$ cat src/rtl/wb_hilo_multi_if.sv
// Memory-to-writeback bundle: per-lane retiring instructions plus the stage
// controls (stall/flush) and the ready handshake back to the memory stage.
interface wb_hilo_multi_if #(
  parameter int LANES = 2,
  parameter int DW    = 32,
  parameter int AW    = 5
);
  logic [LANES-1:0]      m_valid;
  logic [LANES-1:0]      m_wen;
  logic [LANES*AW-1:0]   m_rd;
  logic [LANES*3-1:0]    m_sel;
  logic [LANES*2-1:0]    m_hilo_op;
  logic [LANES*DW-1:0]   m_alu;
  logic [LANES*DW-1:0]   m_mem;
  logic [LANES*DW-1:0]   m_cp0;
  logic [LANES*2*DW-1:0] m_prod;
  logic [LANES-1:0]      m_exc;
  logic                  stall;
  logic                  flush;
  logic                  m_ready;

  modport master (
    output m_valid, m_wen, m_rd, m_sel, m_hilo_op,
    output m_alu, m_mem, m_cp0, m_prod, m_exc,
    output stall, flush,
    input  m_ready
  );

  modport slave (
    input  m_valid, m_wen, m_rd, m_sel, m_hilo_op,
    input  m_alu, m_mem, m_cp0, m_prod, m_exc,
    input  stall, flush,
    output m_ready
  );
endinterface

$ cat src/rtl/wb_hilo_multi.sv
// Multi-lane MIPS writeback stage: per-lane result select, in-order HI/LO
// forwarding across the bundle, exception kill of younger lanes, registered W-stage.
module wb_hilo_multi #(
  parameter  int LANES = 2,
  parameter  int DW    = 32,
  parameter  int AW    = 5,
  localparam int LW    = (LANES > 1) ? $clog2(LANES) : 1
) (
  input  logic                clk,
  input  logic                resetn,
  wb_hilo_multi_if.slave      m,
  output logic [LANES-1:0]    rf_wen,
  output logic [LANES*AW-1:0] rf_waddr,
  output logic [LANES*DW-1:0] rf_wdata,
  output logic [DW-1:0]       hi,
  output logic [DW-1:0]       lo,
  output logic                exc_out,
  output logic [LW-1:0]       exc_lane
);

  localparam logic [2:0] SEL_MEM = 3'd1;
  localparam logic [2:0] SEL_HI  = 3'd2;
  localparam logic [2:0] SEL_LO  = 3'd3;
  localparam logic [2:0] SEL_CP0 = 3'd4;

  localparam logic [1:0] OP_HI   = 2'd1;
  localparam logic [1:0] OP_LO   = 2'd2;
  localparam logic [1:0] OP_PROD = 2'd3;

  logic [DW-1:0]       hi_p0;
  logic [DW-1:0]       lo_p0;
  logic [LANES-1:0]    live_p0;
  logic [LANES-1:0]    wr_p0;
  logic [LANES-1:0]    wen_p0;
  logic [LANES*DW-1:0] res_p0;
  logic                any_exc_p0;
  logic [LW-1:0]       exc_idx_p0;
  logic                killed_p0;

  assign m.m_ready = ~m.stall;

  // Stage p0: combinational bundle evaluation, lanes walked oldest first
  always_comb begin
    hi_p0      = hi;
    lo_p0      = lo;
    live_p0    = '0;
    wr_p0      = '0;
    res_p0     = '0;
    killed_p0  = 1'b0;
    for (int k = 0; k < LANES; k++) begin
      if (m.m_exc[k]) killed_p0 = 1'b1;
      live_p0[k] = m.m_valid[k] & ~killed_p0;

      // Lane k observes HI/LO as left by all older live lanes
      unique case (m.m_sel[k*3 +: 3])
        SEL_MEM: res_p0[k*DW +: DW] = m.m_mem[k*DW +: DW];
        SEL_HI:  res_p0[k*DW +: DW] = hi_p0;
        SEL_LO:  res_p0[k*DW +: DW] = lo_p0;
        SEL_CP0: res_p0[k*DW +: DW] = m.m_cp0[k*DW +: DW];
        default: res_p0[k*DW +: DW] = m.m_alu[k*DW +: DW];
      endcase

      wr_p0[k] = live_p0[k] & m.m_wen[k] & (m.m_rd[k*AW +: AW] != '0);

      if (live_p0[k]) begin
        unique case (m.m_hilo_op[k*2 +: 2])
          OP_HI:   hi_p0 = m.m_alu[k*DW +: DW];
          OP_LO:   lo_p0 = m.m_alu[k*DW +: DW];
          OP_PROD: begin
            hi_p0 = m.m_prod[k*2*DW + DW +: DW];
            lo_p0 = m.m_prod[k*2*DW +: DW];
          end
          default: ;
        endcase
      end
    end
  end

  // An older lane is dropped when a younger live lane writes the same register
  always_comb begin
    wen_p0 = wr_p0;
    for (int k = 0; k < LANES; k++) begin
      for (int j = k + 1; j < LANES; j++) begin
        if (wr_p0[j] && (m.m_rd[j*AW +: AW] == m.m_rd[k*AW +: AW]))
          wen_p0[k] = 1'b0;
      end
    end
  end

  // Oldest excepting lane; descending scan leaves the lowest index
  always_comb begin
    any_exc_p0 = 1'b0;
    exc_idx_p0 = '0;
    for (int k = LANES - 1; k >= 0; k--) begin
      if (m.m_valid[k] && m.m_exc[k]) begin
        any_exc_p0 = 1'b1;
        exc_idx_p0 = LW'(k);
      end
    end
  end

  // Stage p1: registered W-stage and architectural HI/LO
  always_ff @(posedge clk or negedge resetn) begin
    if (!resetn) begin
      rf_wen   <= '0;
      rf_waddr <= '0;
      rf_wdata <= '0;
      hi       <= '0;
      lo       <= '0;
      exc_out  <= 1'b0;
      exc_lane <= '0;
    end else if (!m.stall) begin
      if (m.flush) begin
        rf_wen  <= '0;
        exc_out <= 1'b0;
      end else begin
        rf_wen   <= wen_p0;
        rf_waddr <= m.m_rd;
        rf_wdata <= res_p0;
        hi       <= hi_p0;
        lo       <= lo_p0;
        exc_out  <= any_exc_p0;
        exc_lane <= exc_idx_p0;
      end
    end
  end

endmodule

$ cat src/flat_wrapper.sv
// flat-port wrapper written by rule: the top's interface ports become plain ports
module wb_hilo_multi_flat 
#(
  parameter  int LANES = 2,
  parameter  int DW    = 32,
  parameter  int AW    = 5,
  localparam int LW    = (LANES > 1) ? $clog2(LANES) : 1
)
  (clk, resetn, rf_wen, rf_waddr, rf_wdata, hi, lo, exc_out, exc_lane, m_m_valid, m_m_wen, m_m_rd, m_m_sel, m_m_hilo_op, m_m_alu, m_m_mem, m_m_cp0, m_m_prod, m_m_exc, m_stall, m_flush, m_m_ready);
  wb_hilo_multi_if #(.LANES(LANES), .DW(DW), .AW(AW)) m_i ();
  input  logic clk;
  input  logic resetn;
  output logic [LANES-1:0] rf_wen;
  output logic [LANES*AW-1:0] rf_waddr;
  output logic [LANES*DW-1:0] rf_wdata;
  output logic [DW-1:0] hi;
  output logic [DW-1:0] lo;
  output logic exc_out;
  output logic [LW-1:0] exc_lane;
  input wire logic [$bits(m_i.m_valid)-1:0] m_m_valid;
  input wire logic [$bits(m_i.m_wen)-1:0] m_m_wen;
  input wire logic [$bits(m_i.m_rd)-1:0] m_m_rd;
  input wire logic [$bits(m_i.m_sel)-1:0] m_m_sel;
  input wire logic [$bits(m_i.m_hilo_op)-1:0] m_m_hilo_op;
  input wire logic [$bits(m_i.m_alu)-1:0] m_m_alu;
  input wire logic [$bits(m_i.m_mem)-1:0] m_m_mem;
  input wire logic [$bits(m_i.m_cp0)-1:0] m_m_cp0;
  input wire logic [$bits(m_i.m_prod)-1:0] m_m_prod;
  input wire logic [$bits(m_i.m_exc)-1:0] m_m_exc;
  input wire logic [$bits(m_i.stall)-1:0] m_stall;
  input wire logic [$bits(m_i.flush)-1:0] m_flush;
  output wire logic [$bits(m_i.m_ready)-1:0] m_m_ready;
  assign m_i.m_valid = m_m_valid;
  assign m_i.m_wen = m_m_wen;
  assign m_i.m_rd = m_m_rd;
  assign m_i.m_sel = m_m_sel;
  assign m_i.m_hilo_op = m_m_hilo_op;
  assign m_i.m_alu = m_m_alu;
  assign m_i.m_mem = m_m_mem;
  assign m_i.m_cp0 = m_m_cp0;
  assign m_i.m_prod = m_m_prod;
  assign m_i.m_exc = m_m_exc;
  assign m_i.stall = m_stall;
  assign m_i.flush = m_flush;
  assign m_m_ready = m_i.m_ready;
  wb_hilo_multi #(.LANES(LANES), .DW(DW), .AW(AW)) u_core (.clk(clk), .resetn(resetn), .m(m_i), .rf_wen(rf_wen), .rf_waddr(rf_waddr), .rf_wdata(rf_wdata), .hi(hi), .lo(lo), .exc_out(exc_out), .exc_lane(exc_lane));
endmodule
$ cat config.mk
export PLATFORM = sky130hd
export DESIGN_NAME = wb_hilo_multi_flat
export DESIGN_NICKNAME = d
export VERILOG_FILES = /design/src/rtl/wb_hilo_multi_if.sv /design/src/rtl/wb_hilo_multi.sv /design/src/flat_wrapper.sv
export SDC_FILE = /design/constraint.sdc
export NUM_CORES = 1
export LEC_CHECK = 0
export ABC_AREA = 1
export CAP_MARGIN = 20
export CELL_PAD_IN_SITES_DETAIL_PLACEMENT = 1
export CELL_PAD_IN_SITES_GLOBAL_PLACEMENT = 1
export CORE_MARGIN = 2
export CORE_UTILIZATION = 30
export DETAILED_ROUTE_END_ITERATION = 8
export PLACE_DENSITY = 0.85
export SLEW_MARGIN = 20
export SYNTH_ARGS = -nofsm -noshare
export SYNTH_HDL_FRONTEND = slang
export SYNTH_SLANG_ARGS = --single-unit
$ cat constraint.sdc
create_clock -name clk -period 1.9 [get_ports clk]
set_input_delay 0.38 -clock clk [delete_from_list [all_inputs] [get_ports clk]]
set_output_delay 0.38 -clock clk [all_outputs]
set_load 0.02 [all_outputs]
==> summary.md <==
| Metric | Value |
|---|---|
| Status | `completed` |
| Synth-to-Final Area Change | `60.2%` |
| Critical Path Start | `u_core.lo[4]` |
| DRT antenna net count | `0` |
| Post-synthesis sequential area ratio | `0.318` |
| DRC Markers | `0` |
| Met3 Use GR | `0.0996` |
| Post-Syn Instances | `~1.9k` |
| Die ar. | `around 39000 um^2` |
| Vias per cell | `5.46` |
| Grt ovf | `0` |
| TritonCTS clock tree | `yes` |
| Highest Clock Rate | `~530 MHz` |
| CTS max path bufs | `2` |
| Met2 usage | `0.513` |
| Detailed router's first-iteration violation count | `between 1k and 1.5k` |
| Sw power | `5410 uW` |
| Max-slew headroom | `0.672` |
| Share of layout cells above drive strength 1 | `0.0681` |
| I/O pins | `between 400 and 500` |
| WHS | `roughly 400 ps` |
| Clock share of power | `0.259` |
| Die width | `slightly below 200 um` |
| Fillcell total | `approximately 4.7k` |
| Peak supply drop | `~0.56 mV` |
| Final worst path period need | `1880 ps` |
| Antenna violations before repair | `11` |
| Met1 GRT Util | `0.475` |
| Hold WC Path Type | `input pin to asynchronous set/reset pin` |
| Ordered cell list for the critical path | `clkdlybuf4s50_1` |
| H-tree Lvls | `4` |
| Worst path slowest cell | `clkdlybuf4s50_1` |
| Library cells used by synthesis | `24` |
| Buffers added on ports | `492` |
| Critical path required time | `between 1500 and 2000 ps` |
| Setup slack, reg-to-reg | `around 700 ps` |
| WP buf/inv | `1` |
| Setup WS pre-CTS | `-305 ps` |
| Fin. Hold Viols | `0` |
| CTS root buffer | `clkbuf_16` |
| Pin count of the biggest net entering global routing | `57` |
| CP endpoint kind | `output pin` |
| Pwr Density | `742 nW/um^2` |
| Internal Power | `about 7900 uW` |
| Mapped Nets | `2203` |
| CP max FO | `3` |
| CP arrival | `1500 ps` |
| Clock latency on the worst-skew pair | `approximately 460 ps` |
| GRT Max-Usage Layer | `met2` |
| Worst-Margin Slew | `between 400 and 500 ps` |
| Cell family with most CP delay | `buffers and inverters` |
| Via count | `15.4k` |
| Register area | `3550 um^2` |
| Max Slew Vio Count | `0` |
| Number of global-route vias before repair | `15.5k` |
| Combinational fraction of design power | `0.435` |
| Avg Cell Area, Syn | `around 6.0 um^2` |
| Die H | `197 um` |
| CP max stage delay | `~640 ps` |
| Sw frac | `0.407` |
| Worst R2R End | `u_core.rf_wdata[10]` |
| Unrepaired setup endpoints after global routing | `no` |
| Flop pwr share | `0.306` |
| Initial Utilization | `0.305` |
| Critical Path Sink | `lo[4]` |
| Multi-input logic area | `around 6400 um^2` |
| Number of setup violations in the final report | `0` |
| Mapped Area | `11200 um^2` |
| Critical R2R Launch | `u_core.lo[10]` |
| Wirelength per Cell | `about 24 um` |
| Core area | `~37000 um^2` |
| Routed WL | `68300 um` |
| FF+latch count, synth | `142` |
| Max_cap viols | `0` |
| Global-route wire length before repair | `around 100000 um` |
| Final WS setup | `approximately 24 ps` |
| Post-DP HPWL | `~55000 um` |
| Lkg Pwr | `approximately 0.0088 uW` |
| Post-CTS setup buffers | `0` |
| Clock slew at the register clock pins of the worst setup and hold paths | `about 70 ps` |
| R2R depth | `4` |
| Cts bufs inserted | `17` |
| GP Congestion | `0.959` |
| Yosys warns | `0` |
| Nets | `between 2k and 3k` |
| Total number of clock tree sinks | `between 100 and 150` |
| Site Rows | `70` |
| Layout Skew | `between 10 and 15 ps` |
| Gr usage total | `0.346` |
| Period utilization | `0.987` |
| Critical path type | `register to output pin` |
| Levels on crit path | `1` |
| DRT Pass-1 Iters | `5` |
| Worst setup SP type | `register` |
## cell usage in the layout (no fill, tap or decap), types with 34 or more instances in the layout
cell / instances
dlygate4sd2_1: 37
nor2_1: 125
nand3_1: 356
nand2_1: 586
o21ai_0: 144
clkdlybuf4s50_1: 434
buf_4: 74
dfrtp_1: 142
inv_1: 155
a21oi_1: 64
buf_12: 34
a22oi_1: 64
## cells in the mapped netlist
library cell  number  area share
nor2_1           129       0.043
a21oi_1           64       0.029
nor3_2             1     0.00090
nor3_1             2     0.00090
nand3_1          356        0.16
nor3b_2            1      0.0011
o21ai_0          144       0.065
buf_2             62       0.028
nand2_2            1     0.00056
clkbuf_1          81       0.027
xor2_1             3      0.0024
a22oi_1           64       0.043
nor2_2             3      0.0017
inv_2              3      0.0010
inv_1            156       0.052
dfrtp_1          142        0.32
o21ai_2            1     0.00078
a22o_1             2      0.0016
nand4_1            1     0.00056
buf_4              1     0.00067
o21ai_1           11      0.0049
nand2_1          586        0.20
a31oi_1           33       0.019
buf_1              6      0.0020
## per-stage QoR
step	utilization	instances	TNS, ps	total power, uW	area, um^2
after global routing	0.488	2812	0	13800	17900
after global placement	0.472	2771	-15090	9800	17300
after CTS	0.487	2804	0	13200	17800
final	0.488	2813	0	13300	17900
after floorplan	-	1853	0	6480	11200
after detailed placement	0.472	2771	-21310	9910	17300
## registers in the layout, summed over array words and instances (netlist names)
name and count:
u_core.rf_wen 2, u_core.rf_waddr 10, u_core.hi 32, u_core.exc_lane 1
u_core.lo 32, u_core.exc_out 1, u_core.rf_wdata 64
## logic make-up after synthesis
kind of cell,after synthesis,share of synthesized area
xor gates and xnor gates,3,0.00235
buffers and inverters,309,0.111
and+or+nand+nor,1080,0.406
DFF,142,0.318
AOI/OAI and AO/OA,319,0.162
## repair_timing
item	in CTS	in global routing
resized for setup	37	16
gates cloned	0	0
hold endpoints to repair	30	0
setup endpoints to repair	37	16
hold buffers	1	0
## worst register-to-register path, cell delays in order, from the launching register on
cell and delay [ps]:
dfrtp_1 450, inv_1 200, o21ai_0 130, nor2_1 180, a31oi_1 100
## metal layers
layer / vias up / part of all wire
li1: 7024 / -
met2: 815 / 0.43
met3: 115 / 0.098
met5: - / 0.00040
met4: 4 / 0.037
met1: 7392 / 0.43
## power groups by stage
stage	logic (uW)	clock network, uW	registers (uW)
global route	6150	3550	4120
detailed placement	5800	0	4110
floorplan	1830	0	4650
CTS	5710	3460	4060
finish	5780	3430	4060
global placement	5690	0	4100
## layout make-up
type	instances	area share
tap	468	0.0328
clock inverter	11	0.00616
antenna	9	0.00126
clock buffer	21	0.0258
multi-input combinational	1402	0.358
sequential	142	0.199
inverter	159	0.0335
timing repair buffer	601	0.344
## worst min path at each step
stage                     startpoint                  end  slack [ps]
after global routing          resetn   u_core.rf_wdata[2]         430
after floorplan               resetn      u_core.exc_lane          80
final                         resetn  u_core.rf_wdata[11]         400
after global placement        resetn   u_core.rf_wdata[8]         310
after CTS                     resetn  u_core.rf_wdata[11]         400
after detailed placement      resetn  u_core.rf_wdata[11]         310
(Power assumes the default switching activity.)
